`src/rtl/instr_fetch_buffer_pkg.sv`:
```
// Shared types and sizing constants for the instruction fetch buffer.
// Holds the fetch entry payload and the default queue/in-flight depths.
package instr_fetch_buffer_pkg;

    localparam int unsigned XLEN = 32;

    typedef logic [XLEN-1:0] word_t;

    typedef struct packed {
        word_t pc;
        word_t instr;
    } fetch_entry_t;

    localparam int unsigned FQ_DEPTH     = 2;
    localparam int unsigned IMEM_MAX_OUT = 2;
    localparam int unsigned ENTRY_W      = $bits(fetch_entry_t);

    // Occupancy counters need one extra bit so that "full" is representable.
    function automatic int unsigned cnt_width(input int unsigned depth);
        return $clog2(depth) + 1;
    endfunction

endpackage

```
`src/rtl/fetch_fifo.sv`:
```
// Small synchronous FIFO with a synchronous clear and full/empty/count.
// Push while full is accepted only when a pop happens in the same cycle.
module fetch_fifo #(
    parameter int unsigned WIDTH = 32,
    parameter int unsigned DEPTH = 2
) (
    input  logic                     clk,
    input  logic                     rst,
    input  logic                     clr,
    input  logic                     push,
    input  logic [WIDTH-1:0]         push_data,
    input  logic                     pop,
    output logic [WIDTH-1:0]         pop_data,
    output logic                     full,
    output logic                     empty,
    output logic [$clog2(DEPTH):0]   count
);

    localparam int unsigned AW = (DEPTH > 1) ? $clog2(DEPTH) : 1;
    localparam int unsigned CW = $clog2(DEPTH) + 1;

    logic [WIDTH-1:0] r_mem [DEPTH];
    logic [AW-1:0]    r_wptr;
    logic [AW-1:0]    r_rptr;
    logic [CW-1:0]    r_count;
    logic             w_do_push;
    logic             w_do_pop;

    function automatic logic [AW-1:0] ptr_inc(input logic [AW-1:0] p);
        return (p == AW'(DEPTH - 1)) ? '0 : p + AW'(1);
    endfunction

    assign full      = (r_count == CW'(DEPTH));
    assign empty     = (r_count == '0);
    assign w_do_pop  = pop && !empty;
    assign w_do_push = push && (!full || w_do_pop);
    assign pop_data  = r_mem[r_rptr];
    assign count     = r_count;

    always_ff @(posedge clk) begin
        if (rst || clr) begin
            r_wptr  <= '0;
            r_rptr  <= '0;
            r_count <= '0;
        end else begin
            if (w_do_push) r_wptr <= ptr_inc(r_wptr);
            if (w_do_pop)  r_rptr <= ptr_inc(r_rptr);
            case ({w_do_push, w_do_pop})
                2'b10:   r_count <= r_count + CW'(1);
                2'b01:   r_count <= r_count - CW'(1);
                default: r_count <= r_count;
            endcase
        end
    end

    // Storage is data-only; validity is tracked entirely by the pointers.
    always_ff @(posedge clk) begin
        if (w_do_push && !rst && !clr) r_mem[r_wptr] <= push_data;
    end

endmodule

```
`src/rtl/instr_fetch_buffer.sv`:
```
// Instruction fetch buffer: issues imem requests under a credit rule, pairs
// in-order responses with their PCs, queues them for decode, and handles flush.
module instr_fetch_buffer
    import instr_fetch_buffer_pkg::*;
#(
    parameter int unsigned QDEPTH  = FQ_DEPTH,
    parameter int unsigned MAX_OUT = IMEM_MAX_OUT
) (
    input  logic            clk,
    input  logic            rst,
    input  logic [XLEN-1:0] pc_in,
    output logic            pc_en,
    input  logic            flush,
    output logic            imem_req_valid,
    output logic [XLEN-1:0] imem_req_addr,
    input  logic            imem_req_ready,
    input  logic            imem_rsp_valid,
    input  logic [XLEN-1:0] imem_rsp_data,
    output logic            dec_valid,
    output logic [XLEN-1:0] dec_instr,
    output logic [XLEN-1:0] dec_pc,
    input  logic            dec_ready,
    output logic            rsp_err
);

    localparam int unsigned OW = cnt_width(MAX_OUT);
    localparam int unsigned QW = cnt_width(QDEPTH);
    localparam int unsigned SW = ((OW > QW) ? OW : QW) + 1;

    logic [OW-1:0]   r_outstanding;
    logic [OW-1:0]   r_drop_cnt;
    logic            r_rsp_err;

    logic            w_credit;
    logic            w_hs;
    logic            w_rsp_ok;
    logic            w_rsp_pop;
    logic [XLEN-1:0] w_rsp_pc;

    logic            w_if_push;
    logic            w_if_pop;
    logic [XLEN-1:0] w_if_pc;
    logic            w_if_full;
    logic            w_if_empty;
    logic [OW-1:0]   w_if_count;

    logic            w_q_push;
    logic            w_q_pop;
    fetch_entry_t    w_q_wdata;
    fetch_entry_t    w_q_rdata;
    logic            w_q_full;
    logic            w_q_empty;
    logic [QW-1:0]   w_q_count;
    logic            w_unused;

    // Every in-flight request already owns a queue slot, so the queue cannot overflow.
    assign w_credit = (SW'(r_outstanding) + SW'(w_q_count)) < SW'(QDEPTH);

    assign imem_req_valid = !rst && !flush && (r_outstanding < OW'(MAX_OUT)) && w_credit;
    assign imem_req_addr  = pc_in;
    assign w_hs           = imem_req_valid && imem_req_ready;
    assign pc_en          = w_hs;

    // A same-cycle handshake counts as outstanding so zero-latency memory works.
    assign w_rsp_ok  = imem_rsp_valid && !rst && ((r_outstanding != '0) || w_hs);
    assign w_rsp_pop = w_rsp_ok && (r_drop_cnt == '0);

    // With the in-flight FIFO empty, a kept response belongs to this cycle's request.
    assign w_rsp_pc  = w_if_empty ? pc_in : w_if_pc;
    assign w_if_pop  = w_rsp_pop && !w_if_empty;
    assign w_if_push = w_hs && !(w_rsp_pop && w_if_empty);

    assign w_q_wdata.pc    = w_rsp_pc;
    assign w_q_wdata.instr = imem_rsp_data;
    assign w_q_push        = w_rsp_pop && !flush;
    assign w_q_pop         = dec_valid && dec_ready;

    fetch_fifo #(
        .WIDTH (XLEN),
        .DEPTH (MAX_OUT)
    ) u_inflight (
        .clk       (clk),
        .rst       (rst),
        .clr       (flush),
        .push      (w_if_push),
        .push_data (pc_in),
        .pop       (w_if_pop),
        .pop_data  (w_if_pc),
        .full      (w_if_full),
        .empty     (w_if_empty),
        .count     (w_if_count)
    );

    fetch_fifo #(
        .WIDTH (ENTRY_W),
        .DEPTH (QDEPTH)
    ) u_queue (
        .clk       (clk),
        .rst       (rst),
        .clr       (flush),
        .push      (w_q_push),
        .push_data (w_q_wdata),
        .pop       (w_q_pop),
        .pop_data  (w_q_rdata),
        .full      (w_q_full),
        .empty     (w_q_empty),
        .count     (w_q_count)
    );

    assign w_unused = ^{w_if_full, w_if_count, w_q_full};

    // Outstanding already includes responses owed to earlier flushes, so a
    // flush reloads drop_cnt from outstanding alone rather than accumulating.
    always_ff @(posedge clk) begin
        if (rst) begin
            r_outstanding <= '0;
            r_drop_cnt    <= '0;
            r_rsp_err     <= 1'b0;
        end else begin
            r_outstanding <= r_outstanding + OW'(w_hs) - OW'(w_rsp_ok);
            if (flush) begin
                r_drop_cnt <= r_outstanding - OW'(w_rsp_ok);
            end else if (w_rsp_ok && (r_drop_cnt != '0)) begin
                r_drop_cnt <= r_drop_cnt - OW'(1);
            end
            if (imem_rsp_valid && !w_rsp_ok) r_rsp_err <= 1'b1;
        end
    end

    assign rsp_err   = r_rsp_err;
    assign dec_valid = !w_q_empty && !rst;
    assign dec_instr = dec_valid ? w_q_rdata.instr : '0;
    assign dec_pc    = dec_valid ? w_q_rdata.pc    : '0;

endmodule

```
`config.mk`:
```
export PLATFORM = sky130hd
export DESIGN_NAME = instr_fetch_buffer
export DESIGN_NICKNAME = d
export VERILOG_FILES = /design/src/rtl/instr_fetch_buffer_pkg.sv /design/src/rtl/fetch_fifo.sv /design/src/rtl/instr_fetch_buffer.sv
export SDC_FILE = /design/constraint.sdc
export NUM_CORES = 1
export LEC_CHECK = 0
export ABC_AREA = 1
export CAP_MARGIN = 20
export CORE_UTILIZATION = 45
export CTS_CLUSTER_SIZE = 10
export DETAILED_ROUTE_END_ITERATION = 6
export MAX_ROUTING_LAYER = met4
export PLACE_DENSITY = 0.71
export RECOVER_POWER = 25
export SLEW_MARGIN = 20
export SYNTH_ARGS = -nofsm -noshare
export SYNTH_HDL_FRONTEND = slang
export SYNTH_SLANG_ARGS = --single-unit
```
`constraint.sdc`:
```
create_clock -name clk -period 8 [get_ports clk]
set_clock_uncertainty 0.2 [all_clocks]
set_input_delay 1.2 -clock clk [delete_from_list [all_inputs] [get_ports clk]]
set_output_delay 1.2 -clock clk [all_outputs]
set_load 0.03 [all_outputs]
```
After elaboration in Yosys (flattened, before gate mapping) --
Memories as Yosys holds them, arrays and structs flattened. A register that Yosys moved wholly into a read port is not among the register bits. Cells that the tools add are included.
Operators by class: add/subtract/negate cells 13, $lt $le $gt $ge 2, equality and inequality tests 6, muxes and demuxes 19, reductions and logical operators 43
Operators by type and width (count):
- $mux 32 | 3
- $logic_and 1x1->1 | 23
- $mux 1 | 12
- $reduce_bool 2->1 | 5
- $eq 2x2->1 const B | 4
- $logic_not 1->1 | 8
- $pmux 2 s2 | 2
- $logic_not 2->1 | 3
- $sub 2x1->2 const B | 3
- $add 1x1->1 const B | 4
- $add 2x1->2 const B | 2
- $eq 2x1->1 const B | 2
- $logic_or 1x1->1 | 4
- $mux 2 | 2
- $sub 2x1->2 | 2
- $add 2x2->3 | 1
- $lt 3x2->1 const B | 1
- $add 2x1->2 | 1
- $lt 2x2->1 const B | 1
Word-level totals: register bits after elaboration 13, bits in writable memories 192, bits of input ports 70, output and inout port bits 100, logic and storage cells 94, memories 2
Memories:
- u_queue.r_mem | words 2, bits a word 64, rd ports 1, clocked after memory_dff 1, write ports 1, line fetch_fifo.sv:22 | logic [WIDTH-1:0] r_mem [DEPTH];
- u_inflight.r_mem | words 2, bits a word 32, rd ports 1, clocked after memory_dff 1, write ports 1, line fetch_fifo.sv:22

Depth between registers and ports, before layout --
Gate-level depths: netlist of run 1.
word-level depth 16, mapped depth 15, gate-level depth less buffers 15

Hierarchy --
From an unflattened synthesis of run 1, not the netlist that was laid out.
Unflattened totals: cells, all modules 713, area total of the unflattened synthesis 9059.9 um^2
By module, submodules not included:
- fetch_fifo (u_queue) | instances 1, cells each 240, area an instance 4880.9 um^2
- fetch_fifo (u_inflight) | instances 1, cells each 141, area an instance 2568.7 um^2
- instr_fetch_buffer | instances 1, cells each 332, area an instance 1610.3 um^2

Worst setup path before layout of run 1 --
Ideal clock, no wire load.
path kind input -> register, start point input rst, end point memory u_queue.r_mem[0][0] in the netlist's numbering, enable pin, arrival time 4.515 ns, slack 2.799 ns, cell stages on the path 7, path buffers 0, path through nor2_4 nand4_2 nand2_2 nand3_2 nor2_2 nand2_2 nor2_1
On the way: word-level cells in the longest chain between the ends 14, elaborated cells on any way between the ends 19, classes of those cells mux: 2; reduce/logical: 17
RTL lines:
- start: declaration | line instr_fetch_buffer.sv:10 | input logic rst,
- $logic_not 1->1 *
- $logic_and 1x1->1 (3 in series) | line instr_fetch_buffer.sv:59 | assign imem_req_valid = !rst && !flush && (r_outstanding < OW'(MAX_OUT)) && w_credit;
- $logic_and 1x1->1 | line instr_fetch_buffer.sv:61 | assign w_hs = imem_req_valid && imem_req_ready;
- $logic_or 1x1->1 | line instr_fetch_buffer.sv:65 | assign w_rsp_ok = imem_rsp_valid && !rst && ((r_outstanding != '0) || w_hs);
- $logic_and 1x1->1 | line instr_fetch_buffer.sv:65
- $logic_and 1x1->1 | line instr_fetch_buffer.sv:66 | assign w_rsp_pop = w_rsp_ok && (r_drop_cnt == '0);
- $logic_and 1x1->1 | line instr_fetch_buffer.sv:75 | assign w_q_push = w_rsp_pop && !flush;
- $logic_and 1x1->1 | line fetch_fifo.sv:36 | assign w_do_push = push && (!full || w_do_pop);
- $logic_and 1x1->1 * (2 in series) | line fetch_fifo.sv:58 | if (w_do_push && !rst && !clr) r_mem[r_wptr] <= push_data;
- $mux 1 * | line fetch_fifo.sv:58
- $mux 1 (implied by the code) * | line fetch_fifo.sv:58
- end: declaration | line fetch_fifo.sv:22
Every way passes the cells marked *; elsewhere a longest branch is shown, timed or not.

Final worst setup path of run 1 --
start point input rst, end point output dec_pc[14]
On the way: word-level cells in the longest chain between the ends 3
RTL lines:
- $logic_not 1->1 | line instr_fetch_buffer.sv:131 | assign dec_valid = !w_q_empty && !rst;
- $logic_and 1x1->1 | line instr_fetch_buffer.sv:131
- $mux 32 | line instr_fetch_buffer.sv:133 | assign dec_pc = dec_valid ? w_q_rdata.pc : '0;
- end: declaration | line instr_fetch_buffer.sv:21 | output logic [XLEN-1:0] dec_pc,
No other way between the ends.

==> out/qor.yml, run 1 <==
final_critical_path_required_period_ns: 5.17
slowest_delay_ns: 0.67
routed_wire_length_per_instance_um: 14.7
cts_htree_levels: 1
io_buffers: 169
route.vias.total: 5372
timing.reg2reg.setup_slack_ns: 4.46
timing.final.max_slew_violations: 0
irDropWorstVdd_v: 0.000113
cts_root_buffer: "sky130_fd_sc_hd__clkbuf_16"
worst_setup_hold_path_clk_slew_ns: 0.06
endpoint_kind: "output pin"
maxCapViolCount: 0
total_power_mw: 2.30
synth-edff-count: 192
worst_skew_pair.late_latency_ns: 0.50
synthArstFlopShare: 0
cts.sinks: 207
hold_path_depth: 2
pin_count: 170
grt_antenna_before_repair: 0
final_nets: 941
r2r_end: "u_queue.r_mem[0][22]"
p_leak_nw: 4.45
crit_type: "in -> out"
synthFlopType: "sky130_fd_sc_hd__edfxtp_1"
synth_top_area_frac: 0.650
status: "finished, final reports clean"
list_of_cells_traversed_by_the_critical_path: "clkdlybuf4s50_1, inv_2, o21ai_0, inv_2, buf_4, nand2_1, inv_1, clkdlybuf4s50_1"
final-setup-viol-count: 0
ctsResizeCount: 0
initial_core_util: 0.466
ant_nets: 0
post_synthesis_to_final_layout_area_growth_pct: 27.3
seq_area_frac_synth: 0.684
critical_path.reg2reg.startpoint: "u_queue.count[0]"
min-delay-start: "r_drop_cnt[1]"
cp_slowest_cell: "sky130_fd_sc_hd__clkdlybuf4s50_1"
syn_area_mm2: 0.00887
clock_tree.buffer_depth: 3
synthMostInstantiatedCell: "sky130_fd_sc_hd__edfxtp_1"
grt_first_pass_wirelength_mm: 26.4
post_synth_most_frequent_cells: "sky130_fd_sc_hd__edfxtp_1 (192), sky130_fd_sc_hd__nand2_1 (145), sky130_fd_sc_hd__inv_1 (119)"
critical_path.max_fanout: 35
worstRegToRegCells: 11
power_density_mw_per_mm2: 204
fp.coreArea_mm2: 0.0190
drtIter0Drc: 280
grt_setup_unrepaired: "no"
die_height_um: 142
cts_made_buffers: 24
grt_start_max_net_pins: 65
final_layout_size_suffix_gt1_frac: 0.133
tritoncts: "built"
synth_top_area_cell: "sky130_fd_sc_hd__edfxtp_1"
first_pass_iters: 4
place.gp.congestion: 0.781
start_kind: "primary input"
syn-num-nets: 801
insertedDiodeCount: 0
syn_area_per_cell_um2: 12.2
timing.critical_path.required_ns: 6.60
timing.final.hold_violations: 0
dp_hpwl_mm: 10.1
drc: 0
slew-limit-headroom: 0.312
die_area_mm2: 0.0203
cts_hold_buffers: 0
die-width_um: 142
preCtsSetupSlack_ns: 2.77
timing.hold.worst_endpoint: "r_drop_cnt[1]"
routed_wl_mm: 16.7
worst_slack_ns: 2.83
grt_pass1_vias: 5281
setup_total_negative_slack_ns: 0
fmax_mhz: 193
ys_types: 28
tightestPinTransition_ns: 1.03
cp_top_family: "buffers and inverters"
synth-seq-cells: 207
timing.critical_path.arrival_ns: 3.77
min-delay-path-class: "reg -> reg"
track_usage: 0.173
synthesis.yosys.warnings: 0
post_cts.repair.setup_buffers: 0
layout_worst_path_cycle_share: 0.646
synth_top_cells_by_area: "sky130_fd_sc_hd__edfxtp_1 (65%), sky130_fd_sc_hd__mux2_2 (8.1%), sky130_fd_sc_hd__nand2_1 (6.1%), sky130_fd_sc_hd__inv_1 (5.0%), sky130_fd_sc_hd__o21ai_0 (3.9%)"
cp_num_buf_inv: 6
overflow: 0
placementRows: 50
route.detailed.vias_per_inst: 4.73
postSynthCellCount: 725
## registers in the layout (all words and copies together) (netlist names), named ones only
name	cells
r_outstanding	2
u_inflight.r_mem	64
u_queue.count	2
u_queue.r_rptr	1
u_queue.r_wptr	1
u_inflight.r_rptr	1
u_queue.r_mem	128
rsp_err	1
u_inflight.count	2
u_inflight.r_wptr	1
r_drop_cnt	2
## worst max-delay path by stage
stage | cells past startpoint | slack (ns) | startpoint | end
floorplan | 7 | 2.80 | rst | u_queue.r_mem[0][0]
global placement | 8 | 2.80 | rst | dec_pc[14]
detailed placement | 8 | 2.77 | rst | dec_pc[14]
CTS | 8 | 2.77 | rst | dec_pc[14]
global route | 8 | 2.59 | rst | dec_pc[13]
finish | 8 | 2.83 | rst | dec_pc[14]
## worst register-to-register path, stage by stage (launching register included)
cell and delay (ns):
sky130_fd_sc_hd__dfxtp_1 0.39, sky130_fd_sc_hd__nand2_1 0.07, sky130_fd_sc_hd__inv_1 0.06, sky130_fd_sc_hd__fa_1 0.42, sky130_fd_sc_hd__nor2_1 0.13, sky130_fd_sc_hd__nand4_2 0.12
sky130_fd_sc_hd__nand2_2 0.13, sky130_fd_sc_hd__nand3_2 0.11, sky130_fd_sc_hd__nor2_2 0.14, sky130_fd_sc_hd__nand2_2 0.12, sky130_fd_sc_hd__nor2_4 0.64, sky130_fd_sc_hd__buf_4 0.60
## metal layers
layer / global-route usage / wire [µm]
met3: 0.0273 / 808
met2: 0.290 / 8140
met5: - / 0
met1: 0.219 / 7430
met4: 0.0447 / 284
## cell type report
class,instances,area (µm²)
fillers,1582,7720
repair buffers,174,1750
flip-flops and latches,207,6070
clock buffers,36,667
well taps,260,325
inverters,122,459
multi-input cells,336,2020
## cells by family after synthesis
| logic type | count (synthesis) | share of synthesized area |
|---|---|---|
| adder cells (fa/ha/maj) | 6 | 0.00931 |
| flip-flops | 207 | 0.684 |
| XOR/XNOR | 2 | 0.00197 |
| buffers and inverters | 182 | 0.0928 |
| AO/OA/AOI/OAI | 83 | 0.0468 |
| multiplexers | 64 | 0.0812 |
| AND/OR/NAND/NOR | 181 | 0.0841 |
## per-stage QoR
stage	instances	utilization	cell area, µm²	hold WS, ns
global placement	1098	0.557	10600	0.260
detailed placement	1098	0.557	10600	0.259
finish	1135	0.594	11300	0.274
global route	1135	0.594	11300	0.310
CTS	1134	0.592	11300	0.278
floorplan	725	-	8870	0.247
## power by group
group / internal [mW] / switching [mW] / total (mW)
registers: 1.20 / 0.00566 / 1.21
logic: 0.0640 / 0.0857 / 0.150
clock network: 0.565 / 0.380 / 0.945
## cells in the final DEF, fill, tap and decap left out, drive strengths merged
| cell type | netlist | final |
|---|---|---|
| a21oi | 10 | 10 |
| and3 | 1 | 1 |
| buf | 50 | 5 |
| clkbuf | 10 | 36 |
| clkdlybuf4s50 | 0 | 107 |
| clkinv | 1 | 1 |
| dfxtp | 15 | 15 |
| dlygate4sd3 | 0 | 62 |
| edfxtp | 192 | 192 |
| fa | 1 | 1 |
| ha | 5 | 5 |
| inv | 121 | 121 |
| mux2 | 64 | 64 |
| nand2 | 151 | 151 |
| nand3 | 6 | 6 |
| nand4 | 2 | 2 |
| nor2 | 19 | 19 |
| nor3 | 1 | 1 |
| nor4 | 1 | 1 |
| o21ai | 73 | 73 |
| xor2 | 2 | 2 |
(Power assumes the default switching activity.)
==> run 2: changes to the inputs <==
- PLACE_DENSITY: 0.71 -> 0.73
- clock period: 8 -> 4.1 ns (I/O delays scaled with it)
==> run 2 against run 1 <==
Setup slack worse by 2.2 ns. Via count shrank 0.80%. Global-route usage fell by 0.18 points. Wire length fell by 1.6%. Non-clock buffer count grew 7. Cell count grew 0.53%. Worst hold slack better by 0.0021 ns. Design area rose by 0.79%.
==> out/qor.yml, run 2 (synthesis results as in run 1) <==
min-delay-start: "r_drop_cnt[1]"
p_leak_nw: 4.50
cts_root_buffer: "sky130_fd_sc_hd__clkbuf_16"
ctsResizeCount: 0
ant_nets: 0
register_with_the_most_flip_flops: "u_queue.r_mem"
timing.final.max_slew_violations: 0
worstRegToRegCells: 11
cts_hold_buffers: 0
wirelength_met1_mm: 7.30
route.vias.total: 5329
routed_wl_mm: 16.4
initial_core_util: 0.466
min-delay-path-class: "reg -> reg"
final_nets: 948
post_cts.repair.setup_buffers: 0
fmax_mhz: 290
layout_worst_path_cycle_share: 0.842
clock_tree.buffer_depth: 3
placed_cells_incl_taps: 1106
cts_made_buffers: 24
seq_area_mm2: 0.00607
route.detailed.vias_per_inst: 4.67
cts_htree_levels: 1
tightestPinTransition_ns: 1.02
largest_register_ffs: 128
track_usage: 0.171
pin_count: 170
whs_ns: 0.276
post_synthesis_to_final_layout_area_growth_pct: 28.3
top_layer: "met4"
status: "finished, final reports clean"
fp.coreArea_mm2: 0.0190
final-setup-viol-count: 0
critical_path.reg2reg.startpoint: "u_queue.count[0]"
io_buffers: 169
final_critical_path_required_period_ns: 3.45
slew-limit-headroom: 0.322
crit_type: "in -> out"
final_core_util: 0.598
power_density_mw_per_mm2: 394
timing.reg2reg.setup_slack_ns: 1.26
timing.hold.worst_endpoint: "r_drop_cnt[1]"
die-width_um: 142
timing.critical_path.arrival_ns: 2.64
placementRows: 50
worst_setup_hold_path_clk_slew_ns: 0.05
r2r_end: "u_inflight.r_mem[0][22]"
grt_antenna_before_repair: 0
largestRegisters: "u_queue.r_mem (128), u_inflight.r_mem (64)"
endpoint_kind: "output pin"
preCtsSetupSlack_ns: 0.628
start_kind: "primary input"
multi_input_area_mm2: 0.00202
drtIter0Drc: 220
fillCellCount: 1558
grt_first_pass_wirelength_mm: 26.1
grt_setup_unrepaired: "no"
dp_hpwl_mm: 10.5
die_area_mm2: 0.0203
drc: 0
irDropWorstVdd_v: 0.000258
cts.sinks: 207
hold_path_depth: 2
timing.final.hold_violations: 0
grt_start_max_net_pins: 67
place.gp.congestion: 0.780
worst_slack_ns: 0.649
critical_path.max_fanout: 66
detailroute.wirelength.met3_um: 808
maxCapViolCount: 0
worst_skew_pair.late_latency_ns: 0.50
finish.cell_count_without_fillers: 1141
tritoncts: "built"
wl_met2_mm: 7.97
final_layout_size_suffix_gt1_frac: 0.140
routed_wire_length_per_instance_um: 14.4
overflow: 0
first_pass_iters: 5
grt_pass1_vias: 5224
die_height_um: 142
total_power_mw: 4.49
mostFrequentLayoutCell: "sky130_fd_sc_hd__edfxtp_1"
timing.critical_path.required_ns: 3.28
insertedDiodeCount: 0
top_library_cells_by_usage_in_the_layout_fill_and_taps_aside: "sky130_fd_sc_hd__edfxtp_1 (192), sky130_fd_sc_hd__nand2_1 (145), sky130_fd_sc_hd__inv_1 (118)"
==> run 2: area by class of cell <==
cell class | instances | area share
flip-flops and latches | 207 | 0.533
multi-input cells | 336 | 0.177
repair buffers | 181 | 0.162
clock buffers | 35 | 0.0583
inverters | 122 | 0.0403
well taps | 260 | 0.0286
==> run 2: through the flow <==
stage	area, µm²	TNS (ns)
6_report	11400	0
5_1_grt	11400	0
4_1_cts	11400	0
3_5_place_dp	10700	0
3_3_place_gp	10700	0
2_1_floorplan	8870	-95.97
==> run 2: where the power goes <==
group | switching (mW) | total [mW] | internal [mW]
registers | 0.0115 | 2.36 | 2.35
logic | 0.168 | 0.296 | 0.128
clock network | 0.733 | 1.83 | 1.10
==> run 2: how the worst max path moves through the flow <==
| stage | cells after the start | from | endpoint |
|---|---|---|---|
| floorplan | 10 | u_queue.count[0] | u_queue.r_mem[0][0] |
| global placement | 8 | rst | dec_pc[13] |
| detailed placement | 12 | rst | u_queue.r_mem[0][11] |
| CTS | 4 | flip-flop | dec_pc[31] |
| global route | 7 | u_queue.count[0] | pc_en |
| finish | 8 | rst | dec_instr[13] |
==> run 2: per-layer routing <==
metal / global-route usage / vias up
met4: 0.0464 / 0
met3: 0.0299 / 26
li1: - / 2675
met2: 0.287 / 134
met5: - / -
met1: 0.214 / 2494
==> run 2: worst max-delay path, cell delays in order <==
cell and delay [ns]:
sky130_fd_sc_hd__clkdlybuf4s50_1 0.53, sky130_fd_sc_hd__inv_2 0.13, sky130_fd_sc_hd__o21ai_0 0.10, sky130_fd_sc_hd__inv_2 0.08, sky130_fd_sc_hd__buf_12 0.28, sky130_fd_sc_hd__nand2_1 0.11
sky130_fd_sc_hd__inv_1 0.08, sky130_fd_sc_hd__clkdlybuf4s50_1 0.67
